[src/rtl/vga_layer_addr_pipe.sv]
// vga_layer_addr_pipe
// Pipelined VGA layer address generator. Each active pixel is looked up in a
// synchronous map RAM, tested against NUM_CHARS double-buffered character
// positions, and turned into registered memory selects, addresses and pixel
// offsets for the RGB decoder. Pac-Man (character 0) versus ghost collisions
// are accumulated per pixel and reported once per frame.
//
// Streaming contract: there is no ready signal. i_pix_valid qualifies
// i_x_cord/i_y_cord in the cycle it is high, every stage advances on every
// clock, and o_valid is i_pix_valid delayed by the pipeline depth. Invalid
// slots travel down the pipeline as all-zero outputs.
module vga_layer_addr_pipe #(
  parameter int NUM_CHARS      = 4,
  parameter int MAP_ROWS       = 36,
  parameter int MAP_COLS       = 28,
  parameter int NUM_TILE_TYPES = 2,
  parameter int MAP_ADDR_W     = 5,
  localparam int IDX_W         = (NUM_CHARS > 1) ? $clog2(NUM_CHARS) : 1,
  localparam int CHAR_ADDR_W   = IDX_W + 2,
  localparam int RADDR_W       = $clog2(MAP_ROWS * MAP_COLS)
) (
  input  logic                   i_clk,
  input  logic                   i_rst,
  input  logic                   i_pix_valid,
  input  logic                   i_show_en,
  input  logic [9:0]             i_x_cord,
  input  logic [9:0]             i_y_cord,
  input  logic                   i_frame_start,
  input  logic                   i_cfg_we,
  input  logic [IDX_W-1:0]       i_cfg_idx,
  input  logic                   i_cfg_en,
  input  logic [9:0]             i_cfg_x,
  input  logic [9:0]             i_cfg_y,
  output logic [RADDR_W-1:0]     o_map_raddr,
  input  logic [7:0]             i_map_rdata,
  output logic                   o_valid,
  output logic [1:0]             o_mem_select,
  output logic [MAP_ADDR_W-1:0]  o_address_map,
  output logic [CHAR_ADDR_W-1:0] o_address_char,
  output logic [5:0]             o_tile_offset,
  output logic [5:0]             o_char_offset,
  output logic [NUM_CHARS-1:0]   o_collision
);

  // Character position registers: shadow is written by software at any time,
  // active is what the pixel pipeline uses and only changes at frame start.
  logic [NUM_CHARS-1:0] sh_en;
  logic [9:0]           sh_x  [NUM_CHARS];
  logic [9:0]           sh_y  [NUM_CHARS];
  logic [NUM_CHARS-1:0] act_en;
  logic [9:0]           act_x [NUM_CHARS];
  logic [9:0]           act_y [NUM_CHARS];

  // Stage 1 registers
  logic       s1_valid;
  logic       s1_show;
  logic       s1_in_map;
  logic [9:0] s1_x;
  logic [9:0] s1_y;

  // Stage 2 registers
  logic                 s2_valid;
  logic                 s2_area;
  logic [2:0]           s2_x3;
  logic [2:0]           s2_y3;
  logic                 s2_hit;
  logic [IDX_W-1:0]     s2_idx;
  logic [1:0]           s2_part;
  logic [5:0]           s2_coff;
  logic [NUM_CHARS-1:0] s2_coll;

  // Collision accumulator for the current frame
  logic [NUM_CHARS-1:0] acc;

  // Input-side map decode
  logic               in_map_in;
  logic [RADDR_W-1:0] raddr_in;

  assign in_map_in = (int'(i_x_cord) < 8 * MAP_ROWS) && (int'(i_y_cord) < 8 * MAP_COLS);
  assign raddr_in  = RADDR_W'(int'(i_x_cord[9:3]) * MAP_COLS + int'(i_y_cord[9:3]));

  // Shadow writes and frame-start commit into the active set; the commit
  // uses pre-edge shadow values, so a write on the commit edge waits a frame.
  always_ff @(posedge i_clk) begin
    if (i_rst) begin
      sh_en  <= '0;
      act_en <= '0;
      for (int k = 0; k < NUM_CHARS; k++) begin
        sh_x[k]  <= '0;
        sh_y[k]  <= '0;
        act_x[k] <= '0;
        act_y[k] <= '0;
      end
    end else begin
      for (int k = 0; k < NUM_CHARS; k++) begin
        if (i_cfg_we && (i_cfg_idx == IDX_W'(k))) begin
          sh_en[k] <= i_cfg_en;
          sh_x[k]  <= i_cfg_x;
          sh_y[k]  <= i_cfg_y;
        end
      end
      if (i_frame_start) begin
        act_en <= sh_en;
        for (int k = 0; k < NUM_CHARS; k++) begin
          act_x[k] <= sh_x[k];
          act_y[k] <= sh_y[k];
        end
      end
    end
  end

  // Stage 1: capture the pixel and issue the map RAM read address
  always_ff @(posedge i_clk) begin
    if (i_rst) begin
      s1_valid    <= 1'b0;
      s1_show     <= 1'b0;
      s1_in_map   <= 1'b0;
      s1_x        <= '0;
      s1_y        <= '0;
      o_map_raddr <= '0;
    end else begin
      s1_valid    <= i_pix_valid;
      s1_show     <= i_show_en;
      s1_in_map   <= in_map_in;
      s1_x        <= i_x_cord;
      s1_y        <= i_y_cord;
      o_map_raddr <= (i_pix_valid && in_map_in) ? raddr_in : '0;
    end
  end

  // Per-character coverage of the stage-1 pixel. End coordinates are 11 bits
  // wide so a sprite placed near 1023 does not wrap back to 0.
  logic [NUM_CHARS-1:0] cov;
  logic [3:0]           dx [NUM_CHARS];
  logic [3:0]           dy [NUM_CHARS];

  for (genvar k = 0; k < NUM_CHARS; k++) begin : g_cov
    logic [10:0] x_end;
    logic [10:0] y_end;
    assign x_end  = {1'b0, act_x[k]} + 11'd16;
    assign y_end  = {1'b0, act_y[k]} + 11'd16;
    assign cov[k] = act_en[k]
                 && (s1_x >= act_x[k]) && ({1'b0, s1_x} < x_end)
                 && (s1_y >= act_y[k]) && ({1'b0, s1_y} < y_end);
    assign dx[k]  = s1_x[3:0] - act_x[k][3:0];
    assign dy[k]  = s1_y[3:0] - act_y[k][3:0];
  end

  logic                 win_hit;
  logic [IDX_W-1:0]     win_idx;
  logic [1:0]           win_part;
  logic [5:0]           win_off;
  logic [NUM_CHARS-1:0] coll_vec;

  // Priority select: scanning high to low lets the lowest covering index win
  always_comb begin
    win_hit  = 1'b0;
    win_idx  = '0;
    win_part = '0;
    win_off  = '0;
    for (int k = NUM_CHARS - 1; k >= 0; k--) begin
      if (cov[k]) begin
        win_hit  = 1'b1;
        win_idx  = IDX_W'(k);
        win_part = {dx[k][3], dy[k][3]};
        win_off  = {dx[k][2:0], dy[k][2:0]};
      end
    end
    coll_vec = cov[0] ? (cov & ~NUM_CHARS'(1)) : '0;
  end

  // Stage 2: hold the overlap result while the map RAM data arrives
  always_ff @(posedge i_clk) begin
    if (i_rst) begin
      s2_valid <= 1'b0;
      s2_area  <= 1'b0;
      s2_x3    <= '0;
      s2_y3    <= '0;
      s2_hit   <= 1'b0;
      s2_idx   <= '0;
      s2_part  <= '0;
      s2_coff  <= '0;
      s2_coll  <= '0;
    end else begin
      s2_valid <= s1_valid;
      s2_area  <= s1_valid && s1_show && s1_in_map;
      s2_x3    <= s1_x[2:0];
      s2_y3    <= s1_y[2:0];
      s2_hit   <= win_hit;
      s2_idx   <= win_idx;
      s2_part  <= win_part;
      s2_coff  <= win_off;
      s2_coll  <= coll_vec;
    end
  end

  // Output stage: combine map RAM data with the stage-2 character result
  always_ff @(posedge i_clk) begin
    if (i_rst) begin
      o_valid        <= 1'b0;
      o_mem_select   <= '0;
      o_address_map  <= '0;
      o_address_char <= '0;
      o_tile_offset  <= '0;
      o_char_offset  <= '0;
    end else begin
      o_valid <= s2_valid;
      if (s2_area) begin
        o_mem_select[0] <= 1'b1;
        o_address_map   <= (int'(i_map_rdata) < NUM_TILE_TYPES) ? MAP_ADDR_W'(i_map_rdata) : '0;
        o_tile_offset   <= {s2_x3, s2_y3};
        o_mem_select[1] <= s2_hit;
        o_address_char  <= s2_hit ? {s2_idx, s2_part} : '0;
        o_char_offset   <= s2_hit ? s2_coff : '0;
      end else begin
        o_mem_select   <= '0;
        o_address_map  <= '0;
        o_address_char <= '0;
        o_tile_offset  <= '0;
        o_char_offset  <= '0;
      end
    end
  end

  // Sticky per-frame collision flags; a hit on the frame-start edge is still
  // reported with the frame that is ending.
  always_ff @(posedge i_clk) begin
    if (i_rst) begin
      acc         <= '0;
      o_collision <= '0;
    end else if (i_frame_start) begin
      o_collision <= acc | (s2_area ? s2_coll : '0);
      acc         <= '0;
    end else begin
      acc <= acc | (s2_area ? s2_coll : '0);
    end
  end

endmodule

[config.mk]
export PLATFORM = sky130hd
export DESIGN_NAME = vga_layer_addr_pipe
export DESIGN_NICKNAME = d
export VERILOG_FILES = /design/src/rtl/vga_layer_addr_pipe.sv
export SDC_FILE = /design/constraint.sdc
export NUM_CORES = 1
export LEC_CHECK = 0
export ABC_AREA = 0
export BUFFER_PORTS_ARGS = -buffer_cell sky130_fd_sc_hd__buf_2
export CAP_MARGIN = 25
export CORE_MARGIN = 2
export CORE_UTILIZATION = 45
export CTS_CLUSTER_DIAMETER = 50
export DETAILED_ROUTE_END_ITERATION = 16
export PLACE_DENSITY = 0.75
export SYNTH_ARGS = -nofsm -noshare
export SYNTH_HDL_FRONTEND = slang
export SYNTH_SLANG_ARGS = --single-unit
[constraint.sdc]
create_clock -name i_clk -period 2.9 [get_ports i_clk]
set_input_delay 0 -clock i_clk [delete_from_list [all_inputs] [get_ports i_clk]]
set_output_delay 0 -clock i_clk [all_outputs]
set_load 0.05 [all_outputs]
==> results.toml <==
[status]
outcome = "finished, violations left"
failed_checks = "negative setup slack"

[detailed_routing]
drc = 0
first_iter_violations = 555
routed_via_density = 5.21
dr_total_vias = 9519
dr.pass1.iters = 5
wl_um = 31100
drtAntennaViolNets = 0
wl_per_cell_um = 17.0

[layout]
diodes = 0
final_common_cell = "and2_1"
areaGrowthSynthToFinish_pct = 22.5
drive_gt1_share_pct = 16.1
final_nets = 1637
layout_common_cells = "and2_1 (167), edfxtp_1 (160), ha_1 (148)"

[floorplan]
io_pins = 95
die_area_um2 = 31200
start_util_pct = 45.5
die_h_um = 177
rows = 63
die_w_um = 177
core-area_um2 = 29500

[clocking]
clkTransAtPathRegs_ns = 0.06
h-tree-depth = 1
clkSinkCount = 253
cts_buffers = 29
root_buffer = "clkbuf_16"
cts_tree = "done"
clock_latency_ns = 0.56
cts_buffer_depth = 3

[global_route]
grt_util_all_layers_pct = 20.0
grt_pass1_vias = 9721
grt_max_degree = 81
antenna_found_initial = 0
grt_remaining_overflow = 0
grt_pass1_wl_um = 49800

[logic_synthesis]
yosysWarningCount = 0
async_flop_share_pct = 0
dominantRegCellSynth = "edfxtp_1"
synth_area_um2 = 13400
ys_seq_area_share_pct = 49.7
synth_edf_count = 160
synth_seq_cells = 253
syn_avg_cell_area_um2 = 11.1
synth_cell_type_count = 59
syn_inst = 1205

[setup_path]
r2r_setup_slack_ns = -0.02
critical_path.max_fanout = 5
path_buf_inv = 3
cp_cell_sequence = "inv_2, nor3_4, nand3_2, xnor2_1, ha_1, a21oi_2, o21ai_2, a41o_1, o211ai_1, nand4_1, buf_4, buf_4, a31oi_1, o221ai_1"
slowest_stage = "edfxtp_1"
critical-path-top-cell-by-count = "buf_4"
slowest_delay_ns = 0.37
cp-end-kind = "flop"
worstPathArrival_ns = 3.35
required_ns = 3.33
worst-setup-path-type = "flop to flop"
critPathTopFamily = "compound AO/OA/AOI/OAI gates"
worstSetupStartpointType = "flop"

[sta]
post-route-period-util_pct = 101
post-route-min-period_ns = 2.92
rsz0062_at_grt = "yes"
finalHoldViolations = 0
setup_violations = 3
drv_slew = 0
worst_slew_pin_slew_ns = 0.956
fin_ws_ns = -0.0240
skew_ns = 0.0112
whs_ns = 0.227
slew_headroom_pct = 36.1
max_freq_ghz = 0.342

[placed_design]
io_buffers = 93
dp.final_hpwl_um = 22700
gp_congestion = 0.877
preCtsSetupSlack_ns = -0.0942

[power_and_ir_drop]
ir_worst_vdd_mv = 0.390
power-per-cell-area_nw_per_um2 = 565
leakagePower_nw = 7.06

[min_path]
hold_class = "input pin to flop"

[run]
cap_viol_max_count = 0
## metrics by stage
| stage | power [W] | TNS [ns] | area (µm²) | util (%) | std cells |
|---|---|---|---|---|---|
| 2_1_floorplan | 0.00509 | 0 | 13400 | - | 1209 |
| 3_3_place_gp | 0.00549 | -0.0115 | 14600 | 49.7 | 1706 |
| 3_5_place_dp | 0.00555 | -0.398 | 14700 | 49.7 | 1707 |
| 4_1_cts | 0.00930 | 0 | 16300 | 55.1 | 1817 |
| 5_1_grt | 0.00967 | -0.641 | 16400 | 55.8 | 1828 |
| 6_report | 0.00928 | -0.0480 | 16400 | 55.8 | 1828 |
## final timing paths
path | startpoint | endpoint | cells after the start
setup / recovery | act_x[2][7] | s2_part[0] | 14
hold reg to reg | s2_x3[0] | o_tile_offset[3] | 1
setup reg to reg | act_x[2][7] | s2_part[0] | 14
hold / removal | i_y_cord[1] | s1_y[1] | 3
## final cells by class
type,instances,area [µm²]
sequential,253,6670
multi-input combinational,813,6390
timing repair buffer,207,1480
fill,2394,13000
clock buffer,33,771
tap,390,488
inverter,111,417
clock inverter,21,230
## flip-flops by register name (all words and copies together) (netlist names), 5 cells and up
name / flops
o_address_map: 5
o_char_offset: 6
sh_y: 40
o_tile_offset: 6
s1_y: 10
act_y: 40
act_x: 40
o_map_raddr: 10
sh_x: 40
s1_x: 10
s2_coff: 6
## power breakdown
group	internal, W	switching [W]
clock	0.00214	0.00155
sequential	0.00404	0.000119
combinational	0.000633	0.000799
total	0.00681	0.00247
## cell families after synthesis
group | Yosys count | share of synthesized area, %
multiplexers | 4 | 0.298
AND/OR/NAND/NOR | 403 | 16.9
XOR/XNOR | 49 | 3.20
flip-flops | 253 | 49.7
buffers and inverters | 143 | 4.04
other | 1 | 0.0280
adder cells (fa/ha/maj) | 165 | 16.3
AO/OA/AOI/OAI | 187 | 9.59
## worst reg2reg max path: stages (launching register included)
cell	delay [ns]
edfxtp_1	0.37
inv_2	0.08
nor3_4	0.24
nand3_2	0.10
xnor2_1	0.15
ha_1	0.34
a21oi_2	0.15
o21ai_2	0.08
a41o_1	0.20
o211ai_1	0.17
nand4_1	0.22
buf_4	0.21
buf_4	0.17
a31oi_1	0.19
o221ai_1	0.14
## routing by layer
metal	part of all wire [%]	vias to the layer above	global-route usage (%)
li1	-	4669	-
met1	45	4526	26.6
met2	47	260	34.3
met3	5.2	64	2.60
met4	2.7	0	5.72
met5	0	-	0
## repair_timing
action                     in CTS  in global routing
setup buffers                   0                  9
resized for setup               8                 25
cloned                          0                  2
hold buffers                   56                  0
pin swaps                       3                 16
hold endpoints to repair      132                  0
setup endpoints to repair       8                  9
## synth_stat cells, types with 12 or more instances
| library cell | number | area share, % |
|---|---|---|
| and3_1 | 22 | 1.0 |
| a21oi_1 | 42 | 1.6 |
| nor2_1 | 49 | 1.4 |
| o21ai_0 | 35 | 1.3 |
| a21o_1 | 12 | 0.67 |
| o211ai_1 | 12 | 0.67 |
| clkbuf_1 | 28 | 0.78 |
| dfxtp_1 | 93 | 14 |
| inv_1 | 110 | 3.1 |
| nand2_1 | 36 | 1.0 |
| nor2b_1 | 38 | 1.8 |
| fa_1 | 16 | 2.4 |
| nor3_1 | 18 | 0.67 |
| a211oi_1 | 14 | 0.78 |
| xnor2_1 | 41 | 2.7 |
| and2_1 | 167 | 7.8 |
| edfxtp_1 | 160 | 36 |
| nand3_1 | 37 | 1.4 |
| ha_1 | 149 | 14 |
Power figures use the tool's default switching activity.
